**config.mk**
```make
export PLATFORM = sky130hd
export DESIGN_NAME = register_file_scoreboard
export DESIGN_NICKNAME = d
export VERILOG_FILES = /design/src/rtl/register_file_scoreboard.sv
export SDC_FILE = /design/constraint.sdc
export NUM_CORES = 2
export LEC_CHECK = 0
export ABC_CLOCK_PERIOD_IN_PS = 2830
export CORE_MARGIN = 2
export CORE_UTILIZATION = 37
export CTS_CLUSTER_SIZE = 12
export DETAILED_ROUTE_END_ITERATION = 7
export PLACE_DENSITY = 0.59
export SYNTH_ARGS = -nofsm -noshare
export SYNTH_HDL_FRONTEND = slang
export SYNTH_SLANG_ARGS = --single-unit
```
**constraint.sdc**
```tcl
create_clock -name clk -period 2.83 [get_ports clk]
set_clock_uncertainty 0.1 [all_clocks]
set_input_delay 0.283 -clock clk [delete_from_list [all_inputs] [get_ports clk]]
set_output_delay 0.283 -clock clk [all_outputs]
set_load 0.03 [all_outputs]
```
**src/rtl/register_file_scoreboard.sv**
```systemverilog
// Parametrised multi-read-port register file with a per-register pending-write (busy) scoreboard.
// Define REGFILE_BYPASS_EN to forward same-cycle write data (and busy state) to matching read ports.
module register_file_scoreboard #(
  parameter int unsigned DATA_W   = 32,
  parameter int unsigned DEPTH    = 32,
  parameter int unsigned NUM_READ = 2,
  parameter int unsigned ADDR_W   = $clog2(DEPTH)
) (
  input  logic                       clk,
  input  logic                       rst,
  input  logic                       writeEnable,
  input  logic [ADDR_W-1:0]          regWriteSel,
  input  logic [DATA_W-1:0]          writeData,
  input  logic                       reserveEnable,
  input  logic [ADDR_W-1:0]          reserveSel,
  input  logic [NUM_READ*ADDR_W-1:0] regReadSel,
  output logic [NUM_READ*DATA_W-1:0] regReadData,
  output logic [NUM_READ-1:0]        regBusy
);

  logic [DATA_W-1:0] r_mem [DEPTH];
  logic [DEPTH-1:0]  r_busy;

  logic w_wr_ok;
  logic w_rs_ok;

  // Register 0 and addresses beyond DEPTH-1 never accept writes or reserves.
  assign w_wr_ok = writeEnable   && (regWriteSel != '0) && (32'(regWriteSel) < DEPTH);
  assign w_rs_ok = reserveEnable && (reserveSel  != '0) && (32'(reserveSel)  < DEPTH);

  // Storage and scoreboard; the reserve is applied last so a newer producer wins.
  always_ff @(posedge clk or negedge rst) begin
    if (!rst) begin
      for (int i = 0; i < int'(DEPTH); i++) begin
        r_mem[i] <= '0;
      end
      r_busy <= '0;
    end else begin
      if (w_wr_ok) begin
        r_mem[regWriteSel]  <= writeData;
        r_busy[regWriteSel] <= 1'b0;
      end
      if (w_rs_ok) begin
        r_busy[reserveSel] <= 1'b1;
      end
    end
  end

  // Independent combinational read ports.
  for (genvar gp = 0; gp < int'(NUM_READ); gp++) begin : g_rd
    logic [ADDR_W-1:0] w_sel;
    logic              w_ok;
    logic [DATA_W-1:0] w_data;
    logic              w_busy;

    assign w_sel  = regReadSel[gp*ADDR_W +: ADDR_W];
    assign w_ok   = (w_sel != '0) && (32'(w_sel) < DEPTH);
    assign w_data = w_ok ? r_mem[w_sel] : '0;
    assign w_busy = w_ok & r_busy[w_sel];

`ifdef REGFILE_BYPASS_EN
    logic w_byp;
    // Gated by rst so an in-flight write never leaks through while reset is held.
    assign w_byp = rst && w_wr_ok && (w_sel == regWriteSel);
    assign regReadData[gp*DATA_W +: DATA_W] = w_byp ? writeData : w_data;
    assign regBusy[gp] = w_byp ? (w_rs_ok && (reserveSel == regWriteSel)) : w_busy;
`else
    assign regReadData[gp*DATA_W +: DATA_W] = w_data;
    assign regBusy[gp] = w_busy;
`endif
  end

endmodule

```
==> flow_results.org <==
** Placed design
- Input/output buffers :: 121
- Detailed placement ended at an HPWL of approximately 130 mm.
- Cell area after placement :: around 63000 µm²
- Final estimated routing congestion in global placement :: between 0.8 and 0.9
- After detailed placement, the design holds a cell count of 5895.

** Finish
- Share of layout cells above drive strength 1 :: approximately 58%
- Filler cells :: between 10000 and 15000
- Summing all multi-input logic gate instances after layout gives 29700 µm².
- Layout net count :: ~4100
- Once layout is complete, the cells apart from fillers number 6186.
- Relative to the synthesized area, the layout overhead comes to 24.4%.
- In the layout the commonest cells are sky130_fd_sc_hd__dfrtp_1 (1056), sky130_fd_sc_hd__mux2_2 (1009), sky130_fd_sc_hd__mux4_2 (420), sky130_fd_sc_hd__buf_4 (329), sky130_fd_sc_hd__mux2i_1 (255).
- After routing the design area is about 70000 µm².
- Cells fill 46.5% of the core in the end.
- In the final layout, flip-flops and latches occupy about 26000 µm².
- Leading cell type in the layout, fill and taps excluded :: sky130_fd_sc_hd__dfrtp_1

** STA
- Period Utilization, post-route :: 107%
- The count of final hold-check violations was 0.
- Crit path setup slack, layout :: -0.206 ns
- Aggregate negative setup slack :: -1.83 ns
- Worst hold slack after final layout :: about 0.3 ns
- Achievable clock frequency :: roughly 330 MHz
- The final-report max-slew violation count came to 0.
- In this run the tightest slew margin relative to its limit is between 30% and 40%.
- Final setup violation count :: 29
- RSZ-0062 raised after global routing :: yes
- For the finished layout, the period the worst path requires is roughly 3.0 ns.
- For the pin with the worst max-slew slack, the measured transition is 1.05 ns.

** Critical path
- On the worst path, the slowest cell contributes a delay of roughly 0.53 ns.
- Critical Path Sink :: regReadData[17]
- In this design, the critical path's most frequently occurring cell is sky130_fd_sc_hd__mux4_2.
- Minimum setup slack among reg-to-reg paths :: about 1.8 ns
- Data on the critical path is required at its endpoint by between 2 and 2.5 ns.
- Number of buffers and inverters on the critical path :: 1
- Reg2reg start :: r_mem[693]
- CP Class :: flip-flop to primary output
- Data arrives at the worst endpoint at 2.65 ns.
- Cells along the critical path :: mux4_2 -> mux4_2 -> o22ai_4 -> nor3_4 -> buf_12
- The critical path runs through a total of 5 cells.
- CP endpoint kind :: primary output
- For the worst flop-to-flop path, the logic depth is 2.
- The worst setup path is launched from a flip-flop.
- Delay-heaviest family, CP :: multiplexers
- CP max stage cell :: sky130_fd_sc_hd__mux4_2
- Worst setup startpoint :: r_mem[49]
- End of the worst register-to-register path :: r_mem[693]
- CP Max Fanout :: 2

** Clock tree
- Clock tree synthesis selected as its root buffer the cell sky130_fd_sc_hd__clkbuf_16.
- CTS tree :: done
- In this run the deepest clock path goes through 3 buffers.
- After clock tree synthesis, the clock-pin slew on the worst setup and hold paths is ~0.060 ns.
- The number of clock buffers added by TritonCTS is about 120.
- CTS H-tree lvls :: 3
- Clk sink count :: roughly 1100
- Latest clock arrival within the worst-skew pair :: ~0.73 ns

** Logic synthesis
- Post-synthesis compound-gate area fraction :: under 10%
- After synthesis, the largest family of logic cells by area is multiplexers.
- After Yosys synthesis, full adders, half adders and majority gates account for 0% of the synthesized area.
- Post-synthesis instance total :: roughly 3800
- Measured against the total synthesized area, the mux share comes to 42.1%.
- The synthesized netlist devotes 0% of its cell area to XOR and XNOR gates.
- Counting every net in the synthesized netlist gives roughly 3900.
- The share of the Yosys chip area taken by registers is around 47%.
- Synth Area per Inst :: roughly 15 µm²
- Area of the mapped netlist :: 56100 µm²
- Yosys synthesis warning count :: 0
- Counting distinct cell types in the post-synthesis netlist gives 51.
- The synthesized design contains between 1000 and 1500 register bits.
- Simple logic cell fraction of the synthesized area :: under 10%

** GRT
- First-pass GRT wire length :: just under 300 mm
- Entering global routing, the biggest net connects 115 pins.
- Global routing used roughly a quarter of the available tracks across all layers.
- The total overflow left after global routing is 0.
- Vias in the first global route :: 39300
- Antenna violations before repair :: 9

** Floorplan
- During I/O placement, the number of pins put on the boundary was ~120.
- Area inside the core boundary :: 150000 µm²
- Cell row count :: 142
- Effective utilization at floorplan :: 37.4%
- Die Y :: 393 µm
- Chip Width :: a little under 400 µm
- Area of the die :: 155000 µm²

** Routing
- For this run, design rule violations remaining after detail routing come to 0.
- The first detailed-routing pass ran for 7 iterations.
- Sum of routed wire length over all layers :: between 200 and 250 mm
- The count of nets left with antenna violations once routing finished came out at 0.
- Total number of vias :: approximately 38000
- In the final routed layout, each cell accounts on average for between 30 and 40 µm.
- Initial DRC count :: ~4100
- Ratio of routed vias to standard cells :: slightly above 6

** Power and ir drop
- Cell Pwr Density :: between 600 and 700 nW/µm²
- Static leakage :: approximately 30 nW
- VDD sags by at most 0.000527 V.

** Run status
- Result of the run :: complete, but fails checks
- Violated checks :: setup timing

** Flow run
- The tool flagged a number of max-cap violations equal to 0.

** Worst hold path
- In this run the worst hold path is classified as input port to flip-flop.
worst min-delay path by stage:
| stage | startpoint | end | slack, ns | depth (start not counted) |
|---|---|---|---|---|
| after global placement | rst | r_mem[439] | 0.22 | 1 |
| final | reserveSel[4] | r_busy[20] | 0.29 | 3 |
| after CTS | reserveSel[4] | r_busy[20] | 0.24 | 3 |
| after global routing | reserveSel[4] | r_busy[20] | 0.29 | 3 |
| after floorplan | rst | r_busy[0] | -0.11 | 0 |
| after detailed placement | rst | r_mem[439] | 0.22 | 1 |
Yosys cell counts, drive strengths merged:
library cell / count / area share [%]
a2111oi: 28 / 0.44
a211oi: 46 / 0.62
a21oi: 38 / 0.34
a221oi: 2 / 0.031
a22o: 66 / 1.0
a22oi: 69 / 0.92
a32o: 4 / 0.071
and2: 21 / 0.23
and3: 5 / 0.056
and3b: 2 / 0.031
and4: 1 / 0.016
and4b: 1 / 0.018
buf: 200 / 1.9
clkbuf: 245 / 1.6
dfrtp: 1056 / 47
inv: 14 / 0.094
mux2: 1028 / 21
mux2i: 256 / 4.6
mux4: 420 / 17
nand2: 26 / 0.17
nand2b: 5 / 0.056
nand3: 7 / 0.062
nand3b: 3 / 0.040
nand4: 1 / 0.011
nand4b: 3 / 0.047
nor2: 14 / 0.094
nor2b: 50 / 0.56
nor3: 48 / 0.44
nor3b: 2 / 0.027
nor4: 20 / 0.23
nor4b: 2 / 0.042
o211a: 3 / 0.054
o211ai: 3 / 0.040
o21ai: 3 / 0.027
o221ai: 28 / 0.44
o22ai: 55 / 0.61
o2bb2ai: 2 / 0.031
o32ai: 19 / 0.30
or2: 3 / 0.033
or3: 1 / 0.011
or3b: 2 / 0.031
final cells by class:
type	count	area share, %
antenna	1	0.00359
clock buffer	176	4.97
clock inverter	33	0.619
inverter	14	0.0753
multi-input combinational	2287	42.5
sequential	1056	37.9
tap	2016	3.62
timing repair buffer	603	10.3
sequential cells by signal (all words and copies together), names as in the netlist:
register  count
r_mem      1024
r_busy       32
where the power goes:
| group | internal (mW) | total, mW | leakage (nW) | switching, mW |
|---|---|---|---|---|
| Sequential | 18.0 | 20.2 | 13.5 | 2.23 |
| Clock | 9.12 | 15.6 | 1.92 | 6.50 |
| Combinational | 6.64 | 11.2 | 14.8 | 4.59 |
worst register-to-register path, cell delays in order, from the launching register on:
cell                      delay (ns)
sky130_fd_sc_hd__dfrtp_1        0.40
sky130_fd_sc_hd__buf_4          0.16
sky130_fd_sc_hd__mux2_2         0.25
kinds of logic (layout without fill, tap and decap cells):
| group | after synthesis | count (layout) |
|---|---|---|
| buffers and inverters | 459 | 826 |
| other | 0 | 1 |
| AND/OR/NAND/NOR | 217 | 217 |
| flip-flops | 1056 | 1056 |
| AO/OA/AOI/OAI | 366 | 366 |
| multiplexers | 1704 | 1704 |
metal layers:
layer  GRT usage, %  part of all wire, %  vias up
met5              0                0.057        -
met3           4.63                  7.2      444
met4           9.77                  4.0       18
li1               -                    -    15300
met2           40.7                   47     1668
met1           35.3                   42    20900
through the flow:
stage	total power [mW]	setup slack, ns
floorplan	26.6	0.0770
detailed placement	30.4	-0.528
global route	49.0	-0.241
CTS	47.1	-0.217
global placement	30.1	-0.519
finish	47.1	-0.206
what timing repair did:
item	CTS	global route
resized for setup	291	43
setup buffers	102	12
endpoints found under the setup margin	64	61
hold buffers	3	0
hold endpoints to repair	549	0
pin swaps	140	26
Power figures use the tool's default switching activity.
